===== src/rtl/dsm_bitstream_decimator.sv =====
// dsm_bitstream_decimator
// Decodes a 1-bit delta-sigma bitstream into signed PCM samples using a
// second-order CIC (sinc2) decimator with ratio R = 2^OSR_LOG2. The CIC output
// is scaled and saturated, then held in a one-entry valid/ready register.
// Optional build macro: DSM_DEC_ROUND_EN. When defined, it adds round-half-up
// before the scaling shift. When undefined, the shift truncates toward
// negative infinity.
module dsm_bitstream_decimator #(
   parameter int DATA_WIDTH = 4,
   parameter int OSR_LOG2   = 4,
   parameter int INT_WIDTH  = 2*OSR_LOG2+2
) (
   input  logic                         i_clk,
   input  logic                         i_rst,
   input  logic                         i_en,
   input  logic                         i_bitstream,
   output logic signed [DATA_WIDTH-1:0] o_data,
   output logic                         o_valid,
   input  logic                         i_ready,
   output logic                         o_overrun
);

   // Integrators must hold +/-R^2 plus a sign bit, so narrower requests are widened
   localparam int IW_MIN = 2*OSR_LOG2 + 2;
   localparam int IW     = (INT_WIDTH < IW_MIN) ? IW_MIN : INT_WIDTH;
   localparam int SHIFT  = 2*OSR_LOG2 - (DATA_WIDTH-1);
   localparam int MAX_I  = (2**(DATA_WIDTH-1)) - 1;
   localparam int MIN_I  = -(2**(DATA_WIDTH-1));

   localparam logic signed [IW-1:0] MAX_CODE = IW'(MAX_I);
   localparam logic signed [IW-1:0] MIN_CODE = IW'(MIN_I);
   localparam logic signed [IW-1:0] X_POS    = IW'(1);
   localparam logic signed [IW-1:0] X_NEG    = IW'(-1);
   localparam logic [OSR_LOG2-1:0]  PHASE_ONE = OSR_LOG2'(1);
`ifdef DSM_DEC_ROUND_EN
   localparam int ROUND_I = (SHIFT > 0) ? (2**(SHIFT-1)) : 0;
   localparam logic signed [IW-1:0] ROUND_BIAS = IW'(ROUND_I);
`endif

   typedef enum logic [1:0] {
      WARMUP0,
      WARMUP1,
      RUN
   } state_t;

   state_t state;

   logic signed [IW-1:0] int1;
   logic signed [IW-1:0] int2;
   logic signed [IW-1:0] d1;
   logic signed [IW-1:0] d2;
   logic signed [IW-1:0] x;
   logic signed [IW-1:0] int1_n;
   logic signed [IW-1:0] int2_n;
   logic signed [IW-1:0] c1;
   logic signed [IW-1:0] c2;
   logic signed [IW-1:0] biased;
   logic signed [IW-1:0] scaled;
   logic signed [DATA_WIDTH-1:0] sat;
   logic [OSR_LOG2-1:0]  phase;
   logic                 strobe;

   // Integrator sums, comb differences, scaling and saturation for the current bit
   always_comb begin
      x      = i_bitstream ? X_POS : X_NEG;
      int1_n = int1 + x;
      int2_n = int2 + int1_n;
      c1     = int2_n - d1;
      c2     = c1 - d2;
`ifdef DSM_DEC_ROUND_EN
      biased = c2 + ROUND_BIAS;
`else
      biased = c2;
`endif
      scaled = biased >>> SHIFT;
      if (scaled > MAX_CODE) begin
         sat = MAX_CODE[DATA_WIDTH-1:0];
      end else if (scaled < MIN_CODE) begin
         sat = MIN_CODE[DATA_WIDTH-1:0];
      end else begin
         sat = scaled[DATA_WIDTH-1:0];
      end
      strobe = i_en && (&phase);
   end

   // Integrators and phase counter advance on enabled bits; combs update on the strobe
   always_ff @(posedge i_clk or posedge i_rst) begin
      if (i_rst) begin
         int1  <= '0;
         int2  <= '0;
         d1    <= '0;
         d2    <= '0;
         phase <= '0;
      end else if (i_en) begin
         int1  <= int1_n;
         int2  <= int2_n;
         phase <= phase + PHASE_ONE;
         if (strobe) begin
            d1 <= int2_n;
            d2 <= c1;
         end
      end
   end

   // Warm-up sequencing and the valid/ready output register with sticky overrun
   always_ff @(posedge i_clk or posedge i_rst) begin
      if (i_rst) begin
         state     <= WARMUP0;
         o_data    <= '0;
         o_valid   <= 1'b0;
         o_overrun <= 1'b0;
      end else begin
         if (strobe) begin
            case (state)
               WARMUP0: state <= WARMUP1;
               WARMUP1: state <= RUN;
               default: state <= RUN;
            endcase
         end
         if (strobe && (state == RUN)) begin
            o_data  <= sat;
            o_valid <= 1'b1;
            if (o_valid && !i_ready) begin
               o_overrun <= 1'b1;
            end
         end else if (o_valid && i_ready) begin
            o_valid <= 1'b0;
         end
      end
   end

endmodule


===== config.mk =====
export PLATFORM = sky130hd
export DESIGN_NAME = dsm_bitstream_decimator
export DESIGN_NICKNAME = d
export VERILOG_FILES = /design/src/rtl/dsm_bitstream_decimator.sv
export SDC_FILE = /design/constraint.sdc
export NUM_CORES = 1
export LEC_CHECK = 0
export CAP_MARGIN = 20
export CORE_AREA = 2 2 108 110
export DETAILED_ROUTE_END_ITERATION = 6
export DIE_AREA = 0 0 110 112
export PLACE_DENSITY = 0.48
export SYNTH_ARGS = -nofsm -noshare
export SYNTH_HDL_FRONTEND = slang
export SYNTH_SLANG_ARGS = --single-unit
export TNS_END_PERCENT = 100

===== constraint.sdc =====
create_clock -name i_clk -period 6.27 [get_ports i_clk]
set_clock_uncertainty 0.2 [all_clocks]
set_input_delay 1.254 -clock i_clk [delete_from_list [all_inputs] [get_ports i_clk]]
set_output_delay 1.254 -clock i_clk [all_outputs]
set_load 0.02 [all_outputs]

; Yosys cells after proc, flatten, opt, wreduce, memory -nomap -nowiden
; Index checks and enable logic that the tools add are counted.
[word_totals]
ff_bits = 52
in_bits = 5
out_inout_bits = 6
[classes]
add_sub_neg = 5
magnitude_cmp = 2
n_eq_ne = 1
mux = 6
n_reduce_logical = 10
[op_table]
columns = cell, n
row1 = $add 10x10->10, 2
row2 = $sub 10x10->10, 2
row3 = $mux 10, 1
row4 = $mux 4, 2
row5 = $gt 5x4->1 const B, 1
row6 = $lt 5x4->1 const B, 1
row7 = $add 4x1->4 const B, 1
row8 = $logic_and 1x1->1, 4
row9 = $reduce_and 2->1, 2
row10 = $reduce_and 4->1, 1
row11 = $eq 2x2->1 const B, 1
row12 = $logic_not 2->1, 1
row13 = $mux 1, 2
row14 = $mux 2, 1
row15 = $reduce_bool 2->1, 1
row16 = $logic_not 1->1, 1

; Depth between registers and ports, before layout
[depth]
ltp_word = 8
ltp_mapped = 24
depth_no_buf = 24

; Worst setup path after synthesis
; No wires, ideal clock.
[synth_timing]
path_type = input to register
startpoint = input port i_bitstream
endpoint = register o_data[2]
setup_time_ns = 0.092
arrival_ns = 5.481
setup_slack_ns = 0.497
stages = 21
path_buffers = 0
path_cell_list = inv_1 ha_1 a21o_1 a21oi_1 xnor2_1 ha_1 a21oi_1 o21ai_0 a21o_1 a21o_1 xor2_1 ha_1 or4_4 o22ai_1 xnor2_1 ha_1 o41a_1 and2_1 nor2_1 a21oi_1 o31ai_2
[synth_between]
elab_chain_cells = 8
elab_cells_between_ends = 9
classes_between = 4 x add/sub / 2 x order compare / 3 x mux
[synth_rtl]
columns = element, line_no
row1 = from (decl), 16  ; input logic i_bitstream,
row2 = $mux 10 (*), 65  ; x = i_bitstream ? X_POS : X_NEG;
row3 = $add 10x10->10 (*), 66  ; int1_n = int1 + x;
row4 = named net int1_n[3], 53  ; logic signed [IW-1:0] int1_n;
row5 = $add 10x10->10 (*), 67  ; int2_n = int2 + int1_n;
row6 = named net int2_n[6], 54  ; logic signed [IW-1:0] int2_n;
row7 = $sub 10x10->10 (*), 68  ; c1 = int2_n - d1;
row8 = named net c1[7], 55  ; logic signed [IW-1:0] c1;
row9 = $sub 10x10->10 (*), 69  ; c2 = c1 - d2;
row10 = $lt 5x4->1, 78  ; end else if (scaled < MIN_CODE) begin
row11 = $mux 4, 78
row12 = $mux 4 (*), 76  ; if (scaled > MAX_CODE) begin
row13 = to (signal assigned), 121  ; o_data <= sat;
row14 = to (decl), 17  ; output logic signed [DATA_WIDTH-1:0] o_data,
; The timed path passes the listed nets; every way through them passes the cells marked *.
; A chain may end at the register's enable or synchronous reset.

; Worst setup path after layout
[layout_timing]
startpoint = input port i_bitstream
endpoint = register o_data[1]
[layout_between]
elab_chain_cells = 8
elab_cells_between_ends = 9
classes_between = 4 x add/sub / 2 x order compare / 3 x mux
[layout_rtl]
columns = element, line_no
row1 = $mux 10 (*), 65
row2 = $add 10x10->10 (*), 66
row3 = named net int1_n[3], 53
row4 = $add 10x10->10 (*), 67
row5 = named net int2_n[8], 54
row6 = $sub 10x10->10 (*), 68
row7 = $sub 10x10->10 (*), 69
row8 = $lt 5x4->1, 78
row9 = $mux 4, 78
row10 = $mux 4 (*), 76
; Marks and branches as above.

==> flow_summary_export.csv <==
group,metric,value,unit
status,status,"complete, no violations",
cts,postCtsHoldBufs,0,
floorplanning,dieArea,0.0123,sq mm
sta,max_slew.worst_pin.slew,608,ps
worst_hold_path,min_path_type,"reg -> reg",
synthesis,synthAdderAreaFrac,14.3,%
detailed_routing,num_vias,2619,
worst_hold_path,min_from,"o_overrun",
detailed_routing,ant_nets,0,
finish,utilization,38.5,%
finish,area_delta_synth_final,20.5,%
cts,tritoncts,"yes",
sta,fin_hold_ws,272,ps
grt,met3_usage,3.04,%
placement,gp_congestion,0.752,
synthesis,synth_cell_types,55,
grt,gr-usage-met2,21.3,%
synthesis,yosysWarnings,0,
worst_setup_path,cp_common_cell,"a21o_1",
cts,numCtsBuffers,5,
grt,grt_max_degree,44,
synthesis,synth_seq_cells,52,
grt,grt_first_pass_wirelength,12000,um
sta,max_freq,0.165,GHz
placement,pre_cts_slack,-218,ps
worst_setup_path,end_kind,"flip-flop",
cts,path_clk_slew,70,ps
cts,cts_max_level,2,
sta,fin_crit,6050,ps
floorplanning,die_h,112,um
synthesis,yosysSeqAreaShare,36.4,%
cts,clkSinkCount,52,
worst_setup_path,crit_fanout,5,
synthesis,synth_top_cells_by_area,"dfrtp_1, ha_1, mux2_2, inv_1, o21ai_0",
sta,slew_viol_final,0,
synthesis,syn-num-nets,412,
worst_setup_path,cp_top_family,"compound AO/OA/AOI/OAI gates",
sta,post-route-period-util,96.6,%
worst_setup_path,cpMaxStageDelayCell,"xor3_2",
sta,finalHoldViolCount,0,
detailed_routing,viasPerCell,4.73,
synthesis,async_flop_share,100,%
synthesis,synth_top_area_share,36.4,%
grt,busiest_layer,"met2",
floorplanning,start_util,32.0,%
grt,antenna_found_initial,0,
worst_setup_path,slowest_delay,550,ps
finish,final_area,0.00430,sq mm
job,max_cap_violations,0,
grt,grt_usage,12.3,%
grt,grt_pass1_vias,2660,
synthesis,synth_compound_area_share,17.8,%
worst_setup_path,crit_chain,"clkdlybuf4s50_1 > inv_1 > ha_1 > a21o_1 > a21oi_2 > xnor2_2 > ha_1 > a21oi_1 > o21ai_1 > a21o_1 > a21o_1 > a21o_1 > a21oi_2 > xnor2_2 > ha_1 > and3_1 > o221a_4 > a311oi_4 > xor2_2 > xor3_2 > o21ai_1 > o21ai_1",
worst_setup_path,cp_num_buf_inv,2,
sta,setup-violations-final,0,
sta,setup_slack,216,ps
placement,hpwl,5200,um
cts,cts-root-buf,"clkbuf_16",
synthesis,yosysMostFrequentCell,"dfrtp_1",
floorplanning,pin_count,11,
synthesis,synth_mux_area_share,7.25,%
cts,clkLatencyLatePin,290,ps
synthesis,yosys.area_share.simple,12.2,%
detailed_routing,wl,6910,um
floorplanning,core_area,0.0112,sq mm
detailed_routing,wire_per_inst,12.5,um
grt,overflow,0,
synthesis,synthTopCellsByCount,"dfrtp_1, inv_1, ha_1",
synthesis,synth-edff-count,0,
floorplanning,row_count,39,
worst_setup_path,start_kind,"primary input",
synthesis,synth_top_family_by_area,"compound AO/OA/AOI/OAI gates",
synthesis,synth.avg_cell_area,9.71,sq um
worst_setup_path,r2r_start,"int1[0]",
placement,io_buffers,10,
synthesis,synth_largest_area_cell,"dfrtp_1",
synthesis,synthCells,368,
sta,relSlewSlack,59.4,%
detailed_routing,first_iter_violations,59,
finish,nets,454,
synthesis,synthXorXnorAreaFrac,7.25,%
worst_setup_path,cp.required,6250,ps
finish,drive_gt1_share,22.6,%
worst_setup_path,worst-setup-path-type,"in -> reg",
cts,ctsLongestPathBuffers,2,
synthesis,synth_area,0.00357,sq mm
synthesis,synth_flop_cell,"dfrtp_1",
finish,n_fill_cell,1124,
finish,diodes,0,
placement,placed_cell_area,0.00402,sq mm
worst_setup_path,arrival,6030,ps
detailed_routing,drtPass1Iterations,4,
worst_setup_path,cp-startpoint,"i_bitstream",
detailed_routing,drcViolationCount,0,
floorplanning,die-width,110,um
grt,grt_util_met1,15.3,%
==> per-layer routing <==
metal | vias to the layer above | part of all wire, %
met5 | - | 0
met4 | 0 | 0.75
met3 | 5 | 2.4
met2 | 18 | 50
met1 | 1229 | 46
li1 | 1367 | -
==> placed cells by master, fill, tap and decap left out, drive strengths merged, types with 3 or more instances in the layout <==
cell and count:
o21a 5, fa 3, nor3b 4, nor2 26, nor2b 3, nand2 30
xnor2 16, inv 40, and3 4, ha 36, nor3 6, a21o 8
nand3 6, clkdlybuf4s50 10, clkbuf 8, dfrtp 52, mux2 23, o21ai 28
buf 31, o31ai 4, a21oi 22, xor2 9, a21boi 4
==> flip-flops by register name, summed over array words and instances, names as in the netlist <==
register,count
d2,10
o_valid,1
int1,10
state,2
d1,10
int2,10
o_overrun,1
o_data,4
phase,4
==> through the flow <==
stage                     setup TNS, ps  std cells
after CTS                             0        549
final                                 0        554
after global placement             -330        541
after global routing              -50.9        554
after detailed placement           -751        541
after floorplan                       0        368
==> final cells by class <==
cell class / instances / area [sq um] / share of cell area [%]
clock buffers: 8 / 146 / 3.40
inverters: 40 / 150 / 3.49
multi-input cells: 270 / 2190 / 51.0
flip-flops and latches: 52 / 1300 / 30.2
well taps: 143 / 179 / 4.16
repair buffers: 41 / 333 / 7.73
==> worst register-to-register path, cell delays in order, from the launching register on <==
cell	delay (ps)
dfrtp_1	410
inv_1	110
fa_1	460
nor2b_1	130
o21ai_1	80
a21oi_1	220
nor2_2	100
ha_1	330
a21o_1	180
a21o_1	200
a21o_1	190
a21oi_2	160
xnor2_2	140
ha_1	290
and3_1	190
o221a_4	120
a311oi_4	320
xor2_2	230
xor3_2	550
o21ai_1	190
o21ai_1	70
==> kinds of logic (layout without fill, tap and decap cells) <==
| kind of cell | Yosys count | in the layout |
|---|---|---|
| flip-flops | 52 | 52 |
| multiplexers | 23 | 23 |
| XOR/XNOR | 26 | 26 |
| AND/OR/NAND/NOR | 91 | 91 |
| buffers and inverters | 46 | 89 |
| AO/OA/AOI/OAI | 91 | 91 |
| adder cells (fa/ha/maj) | 39 | 39 |
==> path summary, 6_finish.rpt <==
check | endpoint | slack [ps] | cells past startpoint
worst max-delay path | o_data[1] | 220 | 22
worst min-delay path | o_overrun | 270 | 1
worst max register to register | o_data[1] | 1310 | 20
worst min register to register | o_overrun | 270 | 1
max in group asynchronous | o_valid | 4050 | 3
min in group asynchronous | phase[3] | 990 | 2
==> timing repair <==
item / in CTS / in global routing
endpoints found under the setup margin: 0 / 4
buffers inserted: 0 / 5
gates resized for setup: 0 / 27
Power is not shown: default switching activity piles up to over one toggle a cycle in this logic, so the estimate is an artifact.
